### src/rtl/regfile_pkg.sv
// Purpose: shared widths, address/data types and the x0 constant for the scoreboarded register file.
// Latency: n/a (types and constants only).
// Backpressure: n/a.
package regfile_pkg;

    localparam int XLEN_DEFAULT     = 32;
    localparam int REG_ADDR_W       = 5;
    localparam int NUM_REGS_DEFAULT = 32;

    typedef logic [REG_ADDR_W-1:0]   reg_addr_t;
    typedef logic [XLEN_DEFAULT-1:0] word_t;

    // x0 is hardwired to zero; it has no storage and no scoreboard bit.
    localparam reg_addr_t X0 = '0;

endpackage : regfile_pkg

### src/rtl/register_file_sb_if.sv
// Purpose: decode/writeback boundary bundle of the scoreboarded register file.
// Latency: wires only; reads and the issue handshake are combinational.
// Backpressure: iss_ready from the register file stalls issue on a WAW hazard.
//
// Ports: two read ports (rd_reg_* -> rd_data_*/rd_busy_*), an issue port
// (iss_valid/iss_rd -> iss_ready), a writeback port (wr_en/wr_reg/wr_data),
// plus pending_cnt and the err_unexpected_wr pulse.
// master = decode/writeback side, slave = register file.
interface register_file_sb_if #(
    parameter int XLEN     = 32,
    parameter int NUM_REGS = 32
);
    localparam int AW    = $clog2(NUM_REGS);
    localparam int CNT_W = AW + 1;

    logic [AW-1:0]    rd_reg_1;
    logic [AW-1:0]    rd_reg_2;
    logic [XLEN-1:0]  rd_data_1;
    logic [XLEN-1:0]  rd_data_2;
    logic             rd_busy_1;
    logic             rd_busy_2;
    logic             iss_valid;
    logic [AW-1:0]    iss_rd;
    logic             iss_ready;
    logic             wr_en;
    logic [AW-1:0]    wr_reg;
    logic [XLEN-1:0]  wr_data;
    logic [CNT_W-1:0] pending_cnt;
    logic             err_unexpected_wr;

    modport master (
        output rd_reg_1, rd_reg_2, iss_valid, iss_rd, wr_en, wr_reg, wr_data,
        input  rd_data_1, rd_data_2, rd_busy_1, rd_busy_2, iss_ready,
               pending_cnt, err_unexpected_wr
    );

    modport slave (
        input  rd_reg_1, rd_reg_2, iss_valid, iss_rd, wr_en, wr_reg, wr_data,
        output rd_data_1, rd_data_2, rd_busy_1, rd_busy_2, iss_ready,
               pending_cnt, err_unexpected_wr
    );

endinterface : register_file_sb_if

### src/rtl/regfile_read_port.sv
// Purpose: one combinational read port: x0 forcing, writeback bypass, storage mux, busy flag.
// Latency: zero cycles (purely combinational).
// Backpressure: none; busy tells decode the value is not yet valid.
//
// Ports: addr in; wr_en/wr_reg/wr_data bypass source; regs storage and
// pending vector from the top; data/busy out.
module regfile_read_port
    import regfile_pkg::*;
#(
    parameter int XLEN     = XLEN_DEFAULT,
    parameter int NUM_REGS = NUM_REGS_DEFAULT,
    parameter int AW       = $clog2(NUM_REGS)
) (
    input  logic [AW-1:0]                     addr,
    input  logic                              wr_en,
    input  logic [AW-1:0]                     wr_reg,
    input  logic [XLEN-1:0]                   wr_data,
    input  logic [NUM_REGS-1:1][XLEN-1:0]     regs,
    input  logic [NUM_REGS-1:0]               pending,
    output logic [XLEN-1:0]                   data,
    output logic                              busy
);

    always_comb begin
        data = '0;
        busy = 1'b0;
        if (addr == X0) begin
            data = '0;
            busy = 1'b0;
        end else if (wr_en && (wr_reg == addr)) begin
            // The commit in flight satisfies this read, so it is never busy.
            data = wr_data;
            busy = 1'b0;
        end else begin
            data = regs[addr];
            busy = pending[addr];
        end
    end

endmodule : regfile_read_port

### src/rtl/register_file_sb.sv
// Purpose: scoreboarded 32x32 integer register file, 2 read ports + 1 write port, x0 reads zero.
// Latency: reads/bypass/issue handshake combinational; writes and pending bits visible next cycle.
// Backpressure: iss_ready drops while the issuing destination still has an outstanding write (WAW).
//
// Ports: clk, rst (async, active-high) and the slave side of register_file_sb_if
// carrying read, issue, writeback, pending_cnt and err_unexpected_wr.
module register_file_sb
    import regfile_pkg::*;
#(
    parameter int XLEN     = XLEN_DEFAULT,
    parameter int NUM_REGS = NUM_REGS_DEFAULT
) (
    input  logic               clk,
    input  logic               rst,
    register_file_sb_if.slave  bus
);

    localparam int AW    = $clog2(NUM_REGS);
    localparam int CNT_W = AW + 1;

    logic [NUM_REGS-1:1][XLEN-1:0] regs_q;
    logic [NUM_REGS-1:0]           pending_q;
    logic [NUM_REGS-1:0]           pending_d;
    logic [CNT_W-1:0]              cnt_q;
    logic                          err_q;

    logic wr_nz;
    logic set_hit;
    logic clr_hit;

    assign wr_nz = bus.wr_en && (bus.wr_reg != X0);

    // A WAW stall only lasts while the older write is outstanding; a commit
    // to the same register this cycle releases it.
    assign bus.iss_ready = (bus.iss_rd == X0) || !pending_q[bus.iss_rd] ||
                           (bus.wr_en && (bus.wr_reg == bus.iss_rd));

    assign set_hit = bus.iss_valid && bus.iss_ready && (bus.iss_rd != X0);
    assign clr_hit = wr_nz && pending_q[bus.wr_reg];

    // Clear before set: a commit and a new issue to the same register leave
    // the bit set for the younger instruction.
    always_comb begin
        pending_d = pending_q;
        if (clr_hit) pending_d[bus.wr_reg] = 1'b0;
        if (set_hit) pending_d[bus.iss_rd] = 1'b1;
        pending_d[0] = 1'b0;
    end

    always_ff @(posedge clk or posedge rst) begin
        if (rst) begin
            regs_q <= '0;
        end else if (wr_nz) begin
            regs_q[bus.wr_reg] <= bus.wr_data;
        end
    end

    always_ff @(posedge clk or posedge rst) begin
        if (rst) begin
            pending_q <= '0;
            cnt_q     <= '0;
            err_q     <= 1'b0;
        end else begin
            pending_q <= pending_d;
            // Set and clear on the same register cancel; count stays bounded
            // by the number of nonzero registers.
            cnt_q     <= cnt_q + CNT_W'(set_hit) - CNT_W'(clr_hit);
            err_q     <= wr_nz && !pending_q[bus.wr_reg];
        end
    end

    assign bus.pending_cnt       = cnt_q;
    assign bus.err_unexpected_wr = err_q;

    regfile_read_port #(
        .XLEN     (XLEN),
        .NUM_REGS (NUM_REGS),
        .AW       (AW)
    ) u_rd_port_1 (
        .addr    (bus.rd_reg_1),
        .wr_en   (bus.wr_en),
        .wr_reg  (bus.wr_reg),
        .wr_data (bus.wr_data),
        .regs    (regs_q),
        .pending (pending_q),
        .data    (bus.rd_data_1),
        .busy    (bus.rd_busy_1)
    );

    regfile_read_port #(
        .XLEN     (XLEN),
        .NUM_REGS (NUM_REGS),
        .AW       (AW)
    ) u_rd_port_2 (
        .addr    (bus.rd_reg_2),
        .wr_en   (bus.wr_en),
        .wr_reg  (bus.wr_reg),
        .wr_data (bus.wr_data),
        .regs    (regs_q),
        .pending (pending_q),
        .data    (bus.rd_data_2),
        .busy    (bus.rd_busy_2)
    );

endmodule : register_file_sb
### src/flat_wrapper.sv
// flat-port wrapper written by rule: the top's interface ports become plain ports
module register_file_sb_flat import regfile_pkg::*;
#(
    parameter int XLEN     = XLEN_DEFAULT,
    parameter int NUM_REGS = NUM_REGS_DEFAULT
)
  (clk, rst, bus_rd_reg_1, bus_rd_reg_2, bus_iss_valid, bus_iss_rd, bus_wr_en, bus_wr_reg, bus_wr_data, bus_rd_data_1, bus_rd_data_2, bus_rd_busy_1, bus_rd_busy_2, bus_iss_ready, bus_pending_cnt, bus_err_unexpected_wr);
  register_file_sb_if #(.XLEN(XLEN), .NUM_REGS(NUM_REGS)) bus_i ();
  input  logic clk;
  input  logic rst;
  input wire logic [$bits(bus_i.rd_reg_1)-1:0] bus_rd_reg_1;
  input wire logic [$bits(bus_i.rd_reg_2)-1:0] bus_rd_reg_2;
  input wire logic [$bits(bus_i.iss_valid)-1:0] bus_iss_valid;
  input wire logic [$bits(bus_i.iss_rd)-1:0] bus_iss_rd;
  input wire logic [$bits(bus_i.wr_en)-1:0] bus_wr_en;
  input wire logic [$bits(bus_i.wr_reg)-1:0] bus_wr_reg;
  input wire logic [$bits(bus_i.wr_data)-1:0] bus_wr_data;
  output wire logic [$bits(bus_i.rd_data_1)-1:0] bus_rd_data_1;
  output wire logic [$bits(bus_i.rd_data_2)-1:0] bus_rd_data_2;
  output wire logic [$bits(bus_i.rd_busy_1)-1:0] bus_rd_busy_1;
  output wire logic [$bits(bus_i.rd_busy_2)-1:0] bus_rd_busy_2;
  output wire logic [$bits(bus_i.iss_ready)-1:0] bus_iss_ready;
  output wire logic [$bits(bus_i.pending_cnt)-1:0] bus_pending_cnt;
  output wire logic [$bits(bus_i.err_unexpected_wr)-1:0] bus_err_unexpected_wr;
  assign bus_i.rd_reg_1 = bus_rd_reg_1;
  assign bus_i.rd_reg_2 = bus_rd_reg_2;
  assign bus_i.iss_valid = bus_iss_valid;
  assign bus_i.iss_rd = bus_iss_rd;
  assign bus_i.wr_en = bus_wr_en;
  assign bus_i.wr_reg = bus_wr_reg;
  assign bus_i.wr_data = bus_wr_data;
  assign bus_rd_data_1 = bus_i.rd_data_1;
  assign bus_rd_data_2 = bus_i.rd_data_2;
  assign bus_rd_busy_1 = bus_i.rd_busy_1;
  assign bus_rd_busy_2 = bus_i.rd_busy_2;
  assign bus_iss_ready = bus_i.iss_ready;
  assign bus_pending_cnt = bus_i.pending_cnt;
  assign bus_err_unexpected_wr = bus_i.err_unexpected_wr;
  register_file_sb #(.XLEN(XLEN), .NUM_REGS(NUM_REGS)) u_core (.clk(clk), .rst(rst), .bus(bus_i));
endmodule
### config.mk
export PLATFORM = sky130hd
export DESIGN_NAME = register_file_sb_flat
export DESIGN_NICKNAME = d
export VERILOG_FILES = /design/src/rtl/regfile_pkg.sv /design/src/rtl/register_file_sb_if.sv /design/src/rtl/regfile_read_port.sv /design/src/rtl/register_file_sb.sv /design/src/flat_wrapper.sv
export SDC_FILE = /design/constraint.sdc
export NUM_CORES = 2
export LEC_CHECK = 0
export ABC_AREA = 1
export CAP_MARGIN = 20
export CORE_ASPECT_RATIO = 1.2
export CORE_UTILIZATION = 55
export CTS_CLUSTER_SIZE = 40
export DETAILED_ROUTE_END_ITERATION = 10
export PLACE_DENSITY = 0.77
export SLEW_MARGIN = 40
export SYNTH_ARGS = -nofsm -noshare
export SYNTH_HDL_FRONTEND = slang
export SYNTH_SLANG_ARGS = --single-unit
### constraint.sdc
create_clock -name clk -period 36.1 [get_ports clk]
set_clock_uncertainty 0.15 [all_clocks]
set_input_delay 7.22 -clock clk [delete_from_list [all_inputs] [get_ports clk]]
set_output_delay 7.22 -clock clk [all_outputs]
set_load 0.05 [all_outputs]
### Word level (Yosys, flattened, before mapping)

Index checks and enable logic that the tools add are counted.

| cells by class | value |
|---|---|
| add/subtract/negate cells | 2 |
| multiply operators | 0 |
| div/mod/pow operators | 0 |
| magnitude comparators | 6 |
| eq/ne operators | 3 |
| shift-type cells | 0 |
| mux-type cells | 29 |
| bitwise logic cells | 3 |
| reductions and logical operators | 19 |

Operator list:

| kind | number |
|---|---|
| 992-bit bitwise mux | 1 |
| 32-bit binary-select mux with 5-bit select | 2 |
| 32-bit two-way mux | 9 |
| 32-bit demux with 5-bit select | 1 |
| 32-bit AND | 1 |
| 32-bit NOT | 1 |
| 32-bit OR | 1 |
| 5-bit by 6-bit < comparator with 1-bit output, second input constant | 4 |
| 1-bit binary-select mux with 5-bit select | 4 |
| 5-bit == test | 3 |
| 5-bit logical NOT | 3 |
| 1-bit demux with 5-bit select | 2 |
| 5-bit by 1-bit greater-or-equal comparator with 1-bit output, second input constant | 2 |
| 1-bit logical AND | 10 |
| 1-bit two-way mux | 10 |
| 5-bit nonzero test | 2 |
| 6-bit by 1-bit adder with 6-bit output | 1 |
| 6-bit by 1-bit subtractor with 6-bit output | 1 |
| 1-bit logical NOT | 2 |
| 1-bit logical OR | 2 |

| word-level totals | value |
|---|---|
| flip-flop bits (word level) | 1030 |
| bits in latches | 0 |
| memory bits (writable) | 0 |
| ROM bits | 0 |
| input bits | 56 |
| output and inout bits | 74 |
| word-level logic and storage cells | 96 |
| memories kept | 0 |

### Depth between registers and ports, before layout

| logic depth | value |
|---|---|
| depth after elaboration | 9 |
| mapped depth | 20 |
| gate-level depth less buffers | 18 |

### Hierarchy

Synthesis repeated with hierarchy kept, for this count alone.

| second synthesis, totals | value |
|---|---|
| cell total of the unflattened synthesis | 8759 |
| area total of the unflattened synthesis | 60678.2 um^2 |

Modules (own cells, without submodules):

| module | instances | cells each | area an instance (um^2) | sequential area each (um^2) |
|---|---|---|---|---|
| register_file_sb | 1 | 3827 | 37946.4 | 25774.7 |
| regfile_read_port | 2 | 2466 | 11365.9 | 0.0 |

### Worst setup path before layout

Ideal clock, no wire load.

| path | value |
|---|---|
| path kind | input to output |
| start | in bus_rd_reg_2[0] |
| end | out bus_rd_data_2[30] |
| data arrival time | 8919 ps |
| data required time | 28730 ps |
| path slack | 19811 ps |
| cell stages on the path | 10 |
| path buffers | 4 |
| cells stage by stage | buf_2 -> buf_4 -> buf_4 -> buf_2 -> o211ai_1 -> nand3_1 -> nand3_1 -> nand3_1 -> nand2_1 -> a21oi_1 |

| between the ends | value |
|---|---|
| cells in the longest elaborated chain, start to end | 4 |
| elaborated cells between the ends (all ways) | 7 |
| those cells by class | eq/ne (1); mux (4); reduce/logical (2) |

RTL lines:

| element | RTL line | source |
|---|---|---|
| from (decl) | flat_wrapper.sv:12 | `input wire logic [$bits(bus_i.rd_reg_2)-1:0] bus_rd_reg_2;` |
| 32-bit binary-select mux with 5-bit select or 5-bit == test (tied branches) | regfile_read_port.sv:35, regfile_read_port.sv:30 |  |
| 32-bit two-way mux (not written as such) or 1-bit logical AND (tied branches) | regfile_read_port.sv:35, regfile_read_port.sv:30 |  |
| 32-bit two-way mux | regfile_read_port.sv:30 | `end else if (wr_en && (wr_reg == addr)) begin` |
| 32-bit two-way mux * | regfile_read_port.sv:27 | `if (addr == X0) begin` |
| to (decl) | flat_wrapper.sv:19 | `output wire logic [$bits(bus_i.rd_data_2)-1:0] bus_rd_data_2;` |

Mark *: on every way between the ends. The rest lies on a longest branch, timed or not. The select of a mux whose other input is x is not followed.

### Worst setup path in the final report

| path | value |
|---|---|
| start | in bus_rd_reg_1[0] |
| end | out bus_rd_data_1[12] |

| between the ends | value |
|---|---|
| cells in the longest elaborated chain, start to end | 4 |
| elaborated cells between the ends (all ways) | 7 |
| those cells by class | eq/ne (1); mux (4); reduce/logical (2) |

RTL lines:

| element | RTL line | source |
|---|---|---|
| from (decl) | flat_wrapper.sv:11 | `input wire logic [$bits(bus_i.rd_reg_1)-1:0] bus_rd_reg_1;` |
| 32-bit binary-select mux with 5-bit select or 5-bit == test (tied branches) | regfile_read_port.sv:35, regfile_read_port.sv:30 |  |
| 32-bit two-way mux (not written as such) or 1-bit logical AND (tied branches) | regfile_read_port.sv:35, regfile_read_port.sv:30 |  |
| 32-bit two-way mux | regfile_read_port.sv:30 |  |
| 32-bit two-way mux * | regfile_read_port.sv:27 |  |
| to (decl) | flat_wrapper.sv:18 | `output wire logic [$bits(bus_i.rd_data_1)-1:0] bus_rd_data_1;` |

Marks and branches as above.

==> flow_metrics.py <==
metrics = {
    "floorplan": {
        "io-pin-count": 130,
        "die_area_um2": 110000,
        "floorplan.core_area_um2": 108000,
        "floorplan.rows": 132,
        "chipWidth_um": 303,
        "floorplan.initialDensity_pct": 55.4,
        "die-height_um": 363,
    },
    "yosys": {
        "netlist_instances": 8272,
        "yosys_warnings": 0,
        "synth.net_count": 8335,
        "synth.yosys.seq_area_share_pct": 43.2,
        "synth_area_per_cell_um2": 7.22,
        "yosys.cell_types.count": 35,
        "synth_seq_cells": 1030,
        "syn-cell-area_um2": 59700,
    },
    "global_routing": {
        "vias_in_the_first_global_route": 56291,
        "grt_max_degree": 187,
        "globalRoute.totalOverflow": 0,
        "grt_first_pass_wirelength_mm": 339,
        "globalRouteTotalUtil_pct": 40.5,
        "grt_antenna_before_repair": 17,
    },
    "power_and_ir_drop": {
        "switching_share_pct": 33.8,
        "pwr-share-clk_pct": 33.7,
        "switchingPower_mw": 1.21,
        "power_report.internal_total_mw": 2.37,
        "seqPwrFrac_pct": 43.5,
        "vdd_drop_max_mv": 0.0416,
        "comb_power_share_pct": 22.9,
        "powerDensity_nw_per_um2": 55.8,
        "p_leak_nw": 29.0,
    },
    "clock_tree": {
        "cts-htree-levels": 3,
        "cts_inserted_buffers": 108,
        "clk_latency_ns": 0.72,
        "clock_tree_from_tritoncts": "done",
        "clockRootBuffer": "clkbuf_16",
        "cts.path.max_buffers": 3,
        "post_cts.resized_instances": 0,
        "numClockSinks": 1030,
        "clkTransAtPathRegs_ns": 0.06,
        "post_cts_hold_buffer_count": 0,
        "post_cts_buffers": 0,
    },
    "setup_path": {
        "critical_path_launch_point": "bus_rd_reg_1[0]",
        "timing_worst_setup_path_type": "in2out",
        "critical_path.reg2reg.startpoint": "u_core.pending_q[20]",
        "setup.worst_path.end_class": "output port",
        "timing.reg2reg.worst_path_depth": 15,
        "start_kind": "primary input",
        "cp_data_required_time_ns": 28.73,
        "worst_ep_arrival_time_ns": 11.90,
        "timing.critical_path.fanout_max": 136,
    },
    "sta": {
        "setup_slack_ns": 16.83,
        "fin_tns_setup_ns": 0,
        "max-slew-margin-rel_pct": 33.7,
        "report.final.hold_viol_count": 0,
        "final_min_period_over_clock_period_pct": 53.4,
        "maxSlewViolCount": 0,
        "grt_setup_unrepaired": "no",
        "max_freq_mhz": 51.9,
        "period_minus_slack_ns": 19.27,
        "setup_viol": 0,
        "tightestPinTransition_ns": 0.994,
    },
    "finish": {
        "area_growth_pct": 7.58,
        "post_route_cells_drive_above_1_share_pct": 5.23,
        "seqCellArea_um2": 25800,
        "filler_instances": 9683,
        "nets": 7905,
        "multi_input_comb_area_um2": 28200,
        "final_area_um2": 64200,
    },
    "run_status": {
        "outcome": "finished, final reports clean",
    },
    "detailed_routing": {
        "drt_drc_violations_left": 0,
        "detailedRoute.firstPassIterationCount": 7,
        "wl_per_cell_um": 24.0,
        "wirelength_mm": 225,
        "antenna_left": 0,
        "dr.first_iter.drc_count": 9388,
        "routed_via_density": 6.48,
        "vias_after_detailed_routing": 60598,
    },
    "place": {
        "placed_area_um2": 60300,
        "finalWeightedCongestion": 0.926,
        "place_worst_setup_slack_ns": 16.97,
        "dp.final_hpwl_mm": 119,
        "port_buffers": 129,
    },
    "job": {
        "number_of_maximum_capacitance_constraint_violations": 0,
    },
    "min_path": {
        "tightest_hold_check_type": "reg2reg",
        "hold_path.startpoint": "u_core.regs_q[756]",
        "whs_path_depth": 2,
    },
}
final timing paths:
| check | end | slack, ns |
|---|---|---|
| max in group asynchronous | u_core.regs_q[628] | 25.90 |
| max | bus_rd_data_1[12] | 16.83 |
| min reg2reg | u_core.regs_q[756] | 0.34 |
| max reg2reg | u_core.bus.pending_cnt[4] | 33.39 |
| min | u_core.regs_q[756] | 0.34 |
| min in group asynchronous | u_core.regs_q[327] | 6.63 |
state kept, by name, indices dropped and copies added, names as in the netlist:
| signal | cells |
|---|---|
| u_core.bus.err_unexpected_wr | 1 |
| u_core.bus.pending_cnt | 6 |
| u_core.pending_q | 31 |
| u_core.regs_q | 992 |
metal layers:
metal | up-vias | track usage [%] | part of all wire (%)
met5 | - | 0 | 0.039
met4 | 14 | 27.6 | 7.6
met3 | 1173 | 11.8 | 14
met2 | 4510 | 60.1 | 43
met1 | 28137 | 50.7 | 36
li1 | 26764 | - | -
cell families after synthesis:
group                      Yosys count  synth area share, %
DFF                               1030                 43.2
adders and majority gates            7                0.159
buffers and inverters             1378                 9.98
xor gates and xnor gates             7                0.103
AOI/OAI and AO/OA                 2198                 20.7
and+or+nand+nor                   3652                 25.9
metrics by stage:
stage                     instances  util, %  hold slack, ns  total power [mW]
after global routing           9344     59.6           0.352              3.75
after global placement         9132     55.7           0.311              2.32
after detailed placement       9137     56.0           0.323              2.36
final                          9350     59.6           0.335              3.58
after floorplan                8272        -           0.292              2.14
after CTS                      9339     59.6           0.338              3.56
worst max-delay path: stages:
cell and delay [ns]:
buf_8 0.51, buf_12 0.55, buf_6 0.64, buf_4 0.78
o211ai_1 0.15, nand3_1 0.13, nand3_1 0.08, nand3_1 0.13
nand3_1 0.28, nand2_1 0.17, clkdlybuf4s50_1 0.96
cells in the final DEF (no fill, tap or decap), types with 26 or more instances in the layout:
| master | count |
|---|---|
| nand3_1 | 983 |
| o211ai_1 | 505 |
| nand2_1 | 2135 |
| clkbuf_1 | 26 |
| clkbuf_8 | 27 |
| buf_6 | 35 |
| inv_1 | 573 |
| o21ai_1 | 336 |
| a21oi_1 | 425 |
| buf_4 | 44 |
| clkdlybuf4s50_1 | 118 |
| nor2_1 | 388 |
| inv_2 | 33 |
| dfrtp_1 | 1030 |
| nand4_1 | 34 |
| clkbuf_16 | 109 |
| o21ai_0 | 892 |
cells in the mapped netlist (all sizes together):
library cell	count	area [um2]
clkbuf	231	867
buf	527	2750
nand2	2162	8280
nand3b	5	37.5
nor3	20	151
nor2	425	1710
nand4	35	225
nand3	983	4920
ha	6	75.1
o22ai	6	37.5
a31oi	20	125
o21ai	1228	6150
inv	620	2330
xor2	7	61.3
fa	1	20.0
o211ai	505	3790
o2111ai	14	123
or2	22	138
dfrtp	1030	25800
a21oi	425	2130
area by class of cell:
type	count	area share, %
multi-input cells	5864	43.9
inverters	620	3.72
diodes	9	0.0351
clock inverters	40	0.931
flip-flops and latches	1030	40.1
well taps	1407	2.74
clock buffers	162	4.98
repair buffers	218	3.54
power groups by stage:
stage | combinational [mW] | sequential [mW] | clock [mW]
finish | 0.819 | 1.56 | 1.21
global route | 0.912 | 1.58 | 1.25
CTS | 0.800 | 1.55 | 1.21
detailed placement | 0.794 | 1.57 | 0
global placement | 0.766 | 1.56 | 0
floorplan | 0.593 | 1.54 | 0
Note: power is estimated with default switching activity, not from simulation.
